**config.mk**
```make
export PLATFORM = sky130hd
export DESIGN_NAME = morse_player
export DESIGN_NICKNAME = d
export VERILOG_FILES = /design/src/rtl/morse_player_pkg.sv /design/src/rtl/morse_player_sym_timer.sv /design/src/rtl/morse_player.sv
export SDC_FILE = /design/constraint.sdc
export NUM_CORES = 1
export LEC_CHECK = 0
export BUFFER_PORTS_ARGS = -buffer_cell sky130_fd_sc_hd__buf_2
export CORE_MARGIN = 2
export CORE_UTILIZATION = 51
export CTS_BUF_LIST = sky130_fd_sc_hd__clkbuf_2
export CTS_CLUSTER_DIAMETER = 200
export CTS_CLUSTER_SIZE = 10
export DETAILED_ROUTE_END_ITERATION = 12
export PLACE_DENSITY = 0.77
export SYNTH_ARGS = -nofsm -noshare
export SYNTH_HDL_FRONTEND = slang
export SYNTH_SLANG_ARGS = --single-unit
```
**constraint.sdc**
```tcl
create_clock -name clock_1hz -period 1.59 [get_ports clock_1hz]
set_clock_uncertainty 0.1 [all_clocks]
set_input_delay 0.159 -clock clock_1hz [delete_from_list [all_inputs] [get_ports clock_1hz]]
set_output_delay 0.159 -clock clock_1hz [all_outputs]
set_load 0.05 [all_outputs]
```
**src/rtl/morse_player_pkg.sv**
```systemverilog
// Shared Morse definitions: symbol encodings, FSM states and default tick counts.
// Imported by the morse_player top and its symbol timer.
package morse_player_pkg;

  localparam logic [1:0] SYM_EMPTY = 2'b00;
  localparam logic [1:0] SYM_DOT   = 2'b01;
  localparam logic [1:0] SYM_RSVD  = 2'b10;
  localparam logic [1:0] SYM_DASH  = 2'b11;

  localparam int DEF_DOT_TICKS  = 1;
  localparam int DEF_DASH_TICKS = 3;
  localparam int DEF_SYM_GAP    = 1;
  localparam int DEF_LETTER_GAP = 3;
  localparam int DEF_WORD_GAP   = 7;

  typedef enum logic [2:0] {
    S_IDLE,
    S_FETCH,
    S_LOAD,
    S_ON,
    S_GAP,
    S_LGAP,
    S_WGAP,
    S_DONE
  } state_t;

  // Reserved code 10 is treated like an empty slot.
  function automatic logic sym_is_tone(input logic [1:0] sym);
    return (sym == SYM_DOT) || (sym == SYM_DASH);
  endfunction

  function automatic int max_ticks(input int a, input int b, input int c,
                                   input int d, input int e);
    int m;
    m = a;
    if (b > m) m = b;
    if (c > m) m = c;
    if (d > m) m = d;
    if (e > m) m = e;
    return m;
  endfunction

endpackage

```
**src/rtl/morse_player_sym_timer.sv**
```systemverilog
// Tick counter for one Morse element: load a duration, count down, flag the last tick.
module morse_player_sym_timer #(
  parameter int WIDTH = 3
) (
  input  logic             clock_1hz,
  input  logic             resetn,
  input  logic             load,
  input  logic [WIDTH-1:0] load_val,
  output logic             expire
);

  logic [WIDTH-1:0] count;

  always_ff @(posedge clock_1hz) begin
    if (!resetn) begin
      count <= '0;
    end else if (load) begin
      count <= load_val;
    end else if (count != '0) begin
      count <= count - WIDTH'(1);
    end
  end

  // The element ends on the tick where the count reads one.
  assign expire = (count <= WIDTH'(1));

endmodule

```
**src/rtl/morse_player.sv**
```systemverilog
// Morse transmitter: replays stored letters from RAM as timed tone pulses.
// Optional MORSE_REPEAT_EN: loop forever with a word gap instead of stopping in DONE.
module morse_player
  import morse_player_pkg::*;
#(
  parameter int ADDR_W     = 4,
  parameter int DATA_W     = 10,
  parameter int DOT_TICKS  = DEF_DOT_TICKS,
  parameter int DASH_TICKS = DEF_DASH_TICKS,
  parameter int SYM_GAP    = DEF_SYM_GAP,
  parameter int LETTER_GAP = DEF_LETTER_GAP,
  parameter int WORD_GAP   = DEF_WORD_GAP
) (
  input  logic              clock_1hz,
  input  logic              resetn,
  input  logic              start,
  input  logic [ADDR_W-1:0] num_words,
  output logic [ADDR_W-1:0] ram_addr,
  input  logic [DATA_W-1:0] ram_q,
  output logic              tone,
  output logic [1:0]        cur_sym,
  output logic              busy,
  output logic              done
);

  localparam int TMR_W = $clog2(max_ticks(DOT_TICKS, DASH_TICKS, SYM_GAP,
                                          LETTER_GAP, WORD_GAP) + 1);

  state_t            state, next_state;
  logic [DATA_W-1:0] shreg;
  logic              tmr_load;
  logic [TMR_W-1:0]  tmr_val;
  logic              tmr_expire;
  logic [ADDR_W-1:0] addr_inc;
  logic              last_word;
  logic [1:0]        head_sym;
  logic [1:0]        next_sym;

  function automatic logic [TMR_W-1:0] sym_ticks(input logic [1:0] sym);
    return (sym == SYM_DASH) ? TMR_W'(DASH_TICKS) : TMR_W'(DOT_TICKS);
  endfunction

  assign head_sym  = shreg[DATA_W-1 -: 2];
  assign next_sym  = shreg[DATA_W-3 -: 2];
  assign addr_inc  = ram_addr + ADDR_W'(1);
  assign last_word = (addr_inc == num_words);

  morse_player_sym_timer #(
    .WIDTH(TMR_W)
  ) u_timer (
    .clock_1hz(clock_1hz),
    .resetn   (resetn),
    .load     (tmr_load),
    .load_val (tmr_val),
    .expire   (tmr_expire)
  );

  always_ff @(posedge clock_1hz) begin
    if (!resetn) begin
      state <= S_IDLE;
    end else begin
      state <= next_state;
    end
  end

  // Every entry into a timed state loads the timer with that state's duration.
  always_comb begin
    next_state = state;
    tmr_load   = 1'b0;
    tmr_val    = '0;
    case (state)
      S_IDLE, S_DONE: begin
        if (start) begin
          next_state = (num_words == '0) ? S_DONE : S_FETCH;
        end
      end
      S_FETCH: begin
        next_state = S_LOAD;
      end
      S_LOAD: begin
        if (sym_is_tone(ram_q[DATA_W-1 -: 2])) begin
          next_state = S_ON;
          tmr_load   = 1'b1;
          tmr_val    = sym_ticks(ram_q[DATA_W-1 -: 2]);
        end else begin
          next_state = S_DONE;
        end
      end
      S_ON: begin
        // Zeros shift in behind the symbols, so after the fifth one the next slot is empty.
        if (tmr_expire) begin
          tmr_load = 1'b1;
          if (sym_is_tone(next_sym)) begin
            next_state = S_GAP;
            tmr_val    = TMR_W'(SYM_GAP);
          end else begin
            next_state = S_LGAP;
            tmr_val    = TMR_W'(LETTER_GAP);
          end
        end
      end
      S_GAP: begin
        if (tmr_expire) begin
          next_state = S_ON;
          tmr_load   = 1'b1;
          tmr_val    = sym_ticks(head_sym);
        end
      end
      S_LGAP: begin
        if (tmr_expire) begin
          if (last_word) begin
`ifdef MORSE_REPEAT_EN
            next_state = S_WGAP;
            tmr_load   = 1'b1;
            tmr_val    = TMR_W'(WORD_GAP);
`else
            next_state = S_DONE;
`endif
          end else begin
            next_state = S_FETCH;
          end
        end
      end
      S_WGAP: begin
        if (tmr_expire) begin
          next_state = S_FETCH;
        end
      end
      default: next_state = S_IDLE;
    endcase
  end

  // Address counter and symbol shift register follow the FSM's decisions.
  always_ff @(posedge clock_1hz) begin
    if (!resetn) begin
      ram_addr <= '0;
      shreg    <= '0;
    end else begin
      case (state)
        S_IDLE, S_DONE: if (start) ram_addr <= '0;
        S_LOAD:         shreg <= ram_q;
        S_ON:           if (tmr_expire) shreg <= {shreg[DATA_W-3:0], 2'b00};
        S_LGAP:         if (tmr_expire) ram_addr <= addr_inc;
        S_WGAP:         if (tmr_expire) ram_addr <= '0;
        default: ;
      endcase
    end
  end

  assign tone    = (state == S_ON);
  assign cur_sym = tone ? head_sym : SYM_EMPTY;
  assign busy    = (state != S_IDLE) && (state != S_DONE);
  assign done    = (state == S_DONE);

endmodule
```
==> results of run 1 <==
[final cells by class]
cell class | count | share of cell area
sequential | 20 | 0.192
tap | 30 | 0.0170
clock inverter | 1 | 0.0136
inverter | 14 | 0.0249
multi-input combinational | 122 | 0.439
clock buffer | 3 | 0.00678
timing repair buffer | 79 | 0.307
[sequential cells by signal, indices dropped and copies added, names as in the netlist]
signal,cells
shreg,10
ram_addr,4
state,3
u_timer.count,3
[power groups by stage]
stage          Clock [mW]  Combinational (mW)  Sequential [mW]
6_report            0.401                2.94            0.890
3_3_place_gp            0                1.62            0.863
2_1_floorplan           0                1.26            0.791
4_1_cts             0.403                2.40            0.852
5_1_grt             0.420                3.09            0.899
3_5_place_dp            0                1.68            0.875
[worst max-delay path by stage]
stage	start	to	slack, ps	depth (start not counted)
CTS	state[0]$_SDFFE_PN0P_	busy	-180	4
global placement	u_timer.count[1]$_SDFFE_PN0P_	shreg[9]$_SDFFE_PN0P_	-170	6
floorplan	u_timer.count[0]$_SDFFE_PN0P_	shreg[4]$_SDFFE_PN0P_	-70	6
global route	state[1]$_SDFFE_PN0P_	ram_addr[3]$_SDFFE_PN0P_	-270	7
finish	state[1]$_SDFFE_PN0P_	ram_addr[3]$_SDFFE_PN0P_	-240	7
detailed placement	u_timer.count[1]$_SDFFE_PN0P_	shreg[7]$_SDFFE_PN0P_	-220	6
[metal layers]
layer | global-route usage | wire length [µm]
met5 | 0 | 0
met2 | 0.587 | 2790
met4 | 0.159 | 436
met3 | 0.0645 | 616
met1 | 0.416 | 2020
[layout by cell type, fill, tap and decap left out, types with 2 or more instances in the layout]
cell type      Yosys  final
buf_8              0      4
o32ai_2            0      2
a311oi_1           8      7
o21a_1             3      3
and2_4             0      2
dfxtp_4            0      6
nand3b_1           2      2
nor2b_1            3      2
a21oi_1            5      5
buf_2              5     20
or3b_4             1      2
o21ai_1            0      2
a31oi_1            3      2
ha_4               0      3
clkbuf_2           0      3
nand2_1           21     21
buf_6              1     19
a311oi_2           2      3
nor2_1            16     15
or3_1              4      3
dlygate4sd3_1      0      9
buf_4              0     26
xor2_1             2      2
o211ai_1           2      2
dfxtp_1           20     13
o21ai_0            5      3
inv_1             14     12
o2bb2a_4           0      2
xnor2_1            6      6
nor3_1             9      7
[per-stage QoR]
step / cell area (µm²) / setup slack [ps] / utilization
floorplan: 1360 / -70.8 / -
global placement: 1640 / -171 / 0.661
detailed placement: 1640 / -218 / 0.661
CTS: 2110 / -178 / 0.850
global route: 2210 / -267 / 0.893
finish: 2210 / -236 / 0.893
[worst reg2reg max path: stages (launching register included)]
cell and delay, ps:
dfxtp_4 420, buf_6 130, buf_6 120, nand3b_1 200, a211oi_2 350, buf_4 180
nor3_1 50, o21a_1 200
[repair_timing]
item,CTS,global route
cloned,1,0
hold endpoints to repair,14,0
pin swaps,21,8
setup endpoints to repair,24,24
hold buffers,9,0
buffers inserted,17,5
resized for setup,53,15
[logic make-up (layout without fill, tap and decap cells)]
logic type	count (synthesis)	count (layout)	synth area share
AO/OA/AOI/OAI	45	45	0.285
XOR/XNOR	8	8	0.0528
buffers and inverters	23	97	0.0755
adder cells (fa/ha/maj)	4	4	0.0377
AND/OR/NAND/NOR	65	65	0.247
flip-flops	20	20	0.302
==> flow_summary.ini, run 1 <==
[critical_path]
critPathRequiredTime_ps = 1730
cp_max_fo = 5
cp_slowest_cell = dfxtp_4
worst-r2r-cell-count = 7
critPathCaptureType = flip-flop
rr_startpoint = state[1]$_SDFFE_PN0P_
reg2reg_to = ram_addr[3]$_SDFFE_PN0P_
worstSetupPathType = reg -> reg
crit_top_cell = buf_6
path_buf_inv = 3
r2r_slack_ps = -240
crit_path_start_kind = flip-flop
crit_chain = buf_6 -> buf_6 -> nand3b_1 -> a211oi_2 -> buf_4 -> nor3_1 -> o21a_1
slowest_delay_ps = 420
critPathTopFamily = compound AO/OA/AOI/OAI gates
cp.arrival_ps = 1970

[sta]
whs_ps = 32.1
slew_headroom = 0.599
hold_violations = 0
fin_setup_tns_ps = -3060
fin_ws_ps = -236
worst_slew_pin_slew_ps = 601
fin_crit_ps = 1830
rsz0062_at_grt = yes
fin_crit_sh = 1.15
fmax_mhz = 548
setup_viol = 21
slew_viol_final = 0

[global_route]
grt_pass1_vias = 1554
grt_pass1_wl_mm = 7.41
grt_max_degree = 16
antenna_found_initial = 0
grt_overflow = 0
grt_util_all_layers = 0.344

[cells_and_area]
fin_cells = 269
area_delta_synth_final_pct = 66.9
diodes = 0
drive_gt1_frac = 0.464
fillCellCount = 112
fin_nets = 261
multi_input_area_um2 = 972
register_area_um2 = 424

[synthesis]
syn_area_um2 = 1330
avgSynthCellArea_um2 = 8.04
ys_warn_count = 0
yosysTopAreaCell = dfxtp_1
yosys-top-cells-area = dfxtp_1 30%, nand2_1 5.9%, a311oi_1 5.3%, nor2_1 4.5%, inv_1 4.0%
synthesis.nets = 186
synthFlopType = dfxtp_1
ys_seq_elements = 20
synthCells = 165
synth_most_common_cell = nand2_1
synth_edf_count = 0
async_reset_ff_frac = 0
synthTopCellsByCount = 21 x nand2_1, 20 x dfxtp_1, 16 x nor2_1
synth-seq-area-share = 0.302
netlist-cell-type-count = 43
synth_top_area_share = 0.302

[min_path]
hold_class = in -> reg
min_delay_path_depth = 3
hp-start = ram_q[1]
worst_hold_path.endpoint = shreg[1]$_SDFFE_PN0P_

[clock_tree]
clock_latency_ps = 340
ctsHtreeMaxLevel = 1
cts_made_buffers = 3
clkTransAtPathRegs_ps = 240
cts_root_buffer = clkbuf_2
cts_tree = done
cts_sinks = 20
cts_buffer_depth = 2

[die]
core_um2 = 2480
die_w_um = 55.0
initial_core_util = 0.535
fp.dieH_um = 55.0
dieArea_um2 = 3020
rows = 18
pin_count = 26

[routing]
vias = 1790
postRouteAntennaNets = 0
wl_per_cell_um = 21.8
initialDrtViolationCount = 183
wirelength_mm = 5.87
via_per_inst = 6.65
firstDrtPassIters = 6
drc = 0

[flow_run]
maxCapViolations = 0

[power_and_ir_drop]
p_sw_mw = 1.83
switching_share = 0.433
p_total_mw = 4.23
power.density_nw_per_um2 = 1910
power_leakage_nw = 0.955
internal_power_mw = 2.40
p_clk_frac = 0.095
seq_power_share = 0.210
p_comb_frac = 0.695
ir_worst_vdd_v = 0.00161

[placed_design]
hpwl_mm = 2.48
placement.io_buffers = 25
gp_congestion = 0.859
place_inst = 233

[outcome]
violations = negative setup slack
status = complete, but fails checks
(Power assumes the default switching activity.)
==> run 2: changes to the inputs <==
- ABC_AREA: default -> 1
- CTS_CLUSTER_SIZE: 10 -> 28
==> run 2 against run 1 <==
The run now ends clean. Routed wire length decreased by 46%. Clock power decreased by 48%. Synthesized cell count increased by 36%. Non-clock buffer count decreased by 41. Via count decreased by 20%. Combinational power decreased by 36%. Sequential power increased by 1%. First-iteration DRC count decreased by 79%. Critical endpoint is now shreg[2]$_SDFFE_PN0P_. Largest cell class unchanged. Largest power group unchanged.
==> flow_summary.ini, run 2 <==
[cells_and_area]
area_delta_synth_final_pct = 30.5
layout_common_cells = 75 x nand2_1, 30 x inv_1, 21 x nor2_1, 21 x buf_2
top_register = shreg
register_area_um2 = 419
diodes = 0
final_common_cell = nand2_1
reg.largest.list = shreg: 10 flops, ram_addr: 4 flops
largest_reg_flops = 10
stdcell_area_um2 = 1740
fin_nets = 284
multi_input_area_um2 = 843
fillCellCount = 225
drive_gt1_frac = 0.307

[critical_path]
critPathTopFamily = compound AO/OA/AOI/OAI gates
worst-r2r-cell-count = 8
cp_slowest_cell = dfxtp_2
crit_chain = inv_2 -> ha_4 -> o21bai_1 -> nand2_2 -> o21ai_4 -> clkinvlp_4 -> nor2_1 -> nor2_1
cp.arrival_ps = 1730
crit_top_cell = nor2_1
reg2reg_to = shreg[2]$_SDFFE_PN0P_
rr_startpoint = u_timer.count[1]$_SDFFE_PN0P_
cp_max_fo = 4
path_buf_inv = 2
critPathCaptureType = flip-flop
crit_path_start_kind = flip-flop
crit_end = shreg[2]$_SDFFE_PN0P_
critPathRequiredTime_ps = 1730
cp.depth = 8
r2r_slack_ps = 0.9
slowest_delay_ps = 370
worstSetupPathType = reg -> reg
crit_path_start = u_timer.count[1]$_SDFFE_PN0P_

[die]
rows = 18
die_w_um = 55.2
dieArea_um2 = 3050
fp.dieH_um = 55.2
core_um2 = 2480
initial_core_util = 0.539
pin_count = 26

[synthesis]
synth_top_area_share = 0.300
async_reset_ff_frac = 0
synth_simple_gate_area_share = 0.440
syn_area_um2 = 1340
yosysTopAreaCell = dfxtp_1
synth_xor_area_frac = 0.00655
synth_most_common_cell = nand2_1
synthTopCellsByCount = 77 x nand2_1, 31 x inv_1, 28 x nor2_1
netlist-cell-type-count = 24
yosys-top-cells-area = dfxtp_1 30%, nand2_1 22%, inv_1 8.7%, nor2_1 7.9%, nand3_1 5.2%
synthesis.nets = 245
avgSynthCellArea_um2 = 5.97
synth-adder-area-share = 0.0375
synthFlopType = dfxtp_1
synth_compound_area_frac = 0.0955
synth_edf_count = 0
ys_seq_elements = 20
ys_warn_count = 0
synthCells = 224
synth_top_family_by_area = simple AND/OR/NAND/NOR gates
synth-seq-area-share = 0.300
synth_mux_area_frac = 0

[sta]
fin_crit_ps = 1590
slew_headroom = 0.788
worst_slew_pin_slew_ps = 318
fmax_mhz = 629
hold_violations = 0
fin_setup_tns_ps = 0
setup_viol = 0
rsz0062_at_grt = yes
slew_viol_final = 0
fin_ws_ps = 0.882
fin_crit_sh = 0.999

[clock_tree]
clkTransAtPathRegs_ps = 190
ctsHtreeMaxLevel = 1
cts_tree = done
clock_latency_ps = 320
cts_buffer_depth = 2
cts_root_buffer = clkbuf_2
cts_made_buffers = 3
cts_sinks = 20

[global_route]
grt_pass1_vias = 1129
grt_pass1_wl_mm = 4.76
grt_util_all_layers = 0.216
antenna_found_initial = 0
grt_max_degree = 19
grt_overflow = 0

[routing]
top_layer_used = met4
via_per_inst = 4.93
wl_met1_mm = 1.48
postRouteAntennaNets = 0
met3WireLength_um = 92
initialDrtViolationCount = 38
wirelength_mm = 3.19
vias = 1436
wl_per_cell_um = 10.9
firstDrtPassIters = 4
drc = 0
dr_wl_met2_mm = 1.58

[power_and_ir_drop]
ir_worst_vdd_v = 0.00114
power.density_nw_per_um2 = 1720
power_leakage_nw = 0.913

[placed_design]
placement.io_buffers = 25
place_area_um2 = 1510
hpwl_mm = 2.05
pre_cts_ws_ps = 6.80
gp_congestion = 0.730

[outcome]
status = complete, no violations

[flow_run]
maxCapViolations = 0

[min_path]
hold_class = in -> reg
run 2: changes by cell type after synthesis, sizes merged, moves of 4 or more:
| cell | delta |
|---|---|
| a311oi | -10 |
| o21ai | +9 |
| xnor2 | -5 |
| inv | +21 |
| nand3 | +15 |
| nand2 | +62 |
| nor3 | -9 |
| nor2 | +18 |
| or3 | -4 |
run 2: worst register-to-register path: stages, from the launching register on:
cell        delay, ps
dfxtp_2           370
inv_2              70
ha_4              120
o21bai_1          120
nand2_2           140
o21ai_4           270
clkinvlp_4        170
nor2_1            110
nor2_1             50
run 2: area by class of cell:
class	count	share of cell area
Clock buffer	3	0.00861
Inverter	35	0.0782
Multi-Input combinational cell	164	0.484
Sequential cell	20	0.240
Tap cell	30	0.0215
Timing Repair Buffer	38	0.164
Timing Repair inverter	1	0.00430
run 2: worst min-delay path by stage:
| stage | slack (ps) | endpoint | startpoint | cells after the start |
|---|---|---|---|---|
| 2_1_floorplan | 210 | shreg[0]$_SDFFE_PN0P_ | ram_q[0] | 2 |
| 3_3_place_gp | 320 | shreg[0]$_SDFFE_PN0P_ | ram_q[0] | 3 |
| 3_5_place_dp | 320 | shreg[1]$_SDFFE_PN0P_ | ram_q[1] | 3 |
| 4_1_cts | 20 | shreg[7]$_SDFFE_PN0P_ | ram_q[7] | 5 |
| 5_1_grt | 60 | shreg[5]$_SDFFE_PN0P_ | ram_q[5] | 5 |
| 6_report | 30 | shreg[6]$_SDFFE_PN0P_ | ram_q[6] | 5 |
run 2: kinds of logic after synthesis:
family,after synthesis
compound gates,23
xor+xnor,1
fa+ha+maj,4
buf+inv,40
flops,20
simple gates,136
run 2: where the power goes:
part | switching [mW] | leakage, nW | internal (mW)
sequential | 0.194 | 0.168 | 0.708
clock | 0.157 | 0.0125 | 0.0514
combinational | 1.16 | 0.732 | 0.722
run 2: per-stage QoR:
| stage | power (mW) | hold WS, ps | instances | utilization |
|---|---|---|---|---|
| after detailed placement | 2.40 | 319 | 278 | 0.611 |
| after global placement | 2.39 | 319 | 278 | 0.611 |
| final | 2.99 | 30.4 | 291 | 0.704 |
| after CTS | 2.72 | 23.8 | 285 | 0.653 |
| after global routing | 3.27 | 57.7 | 291 | 0.704 |
| after floorplan | 2.08 | 205 | 224 | - |
run 2: timing repair:
action,in CTS,in global routing
pin swaps,0,7
endpoints found under the setup margin,6,23
gates cloned,0,1
gates resized for setup,18,25
buffers inserted,2,5
hold buffers,2,0
endpoints found under the hold margin,2,0
run 2: layer usage:
metal / GRT usage / up-vias
met5: 0 / -
met4: 0.0976 / 0
met3: 0.0161 / 4
met2: 0.367 / 30
met1: 0.278 / 641
li1: - / 761
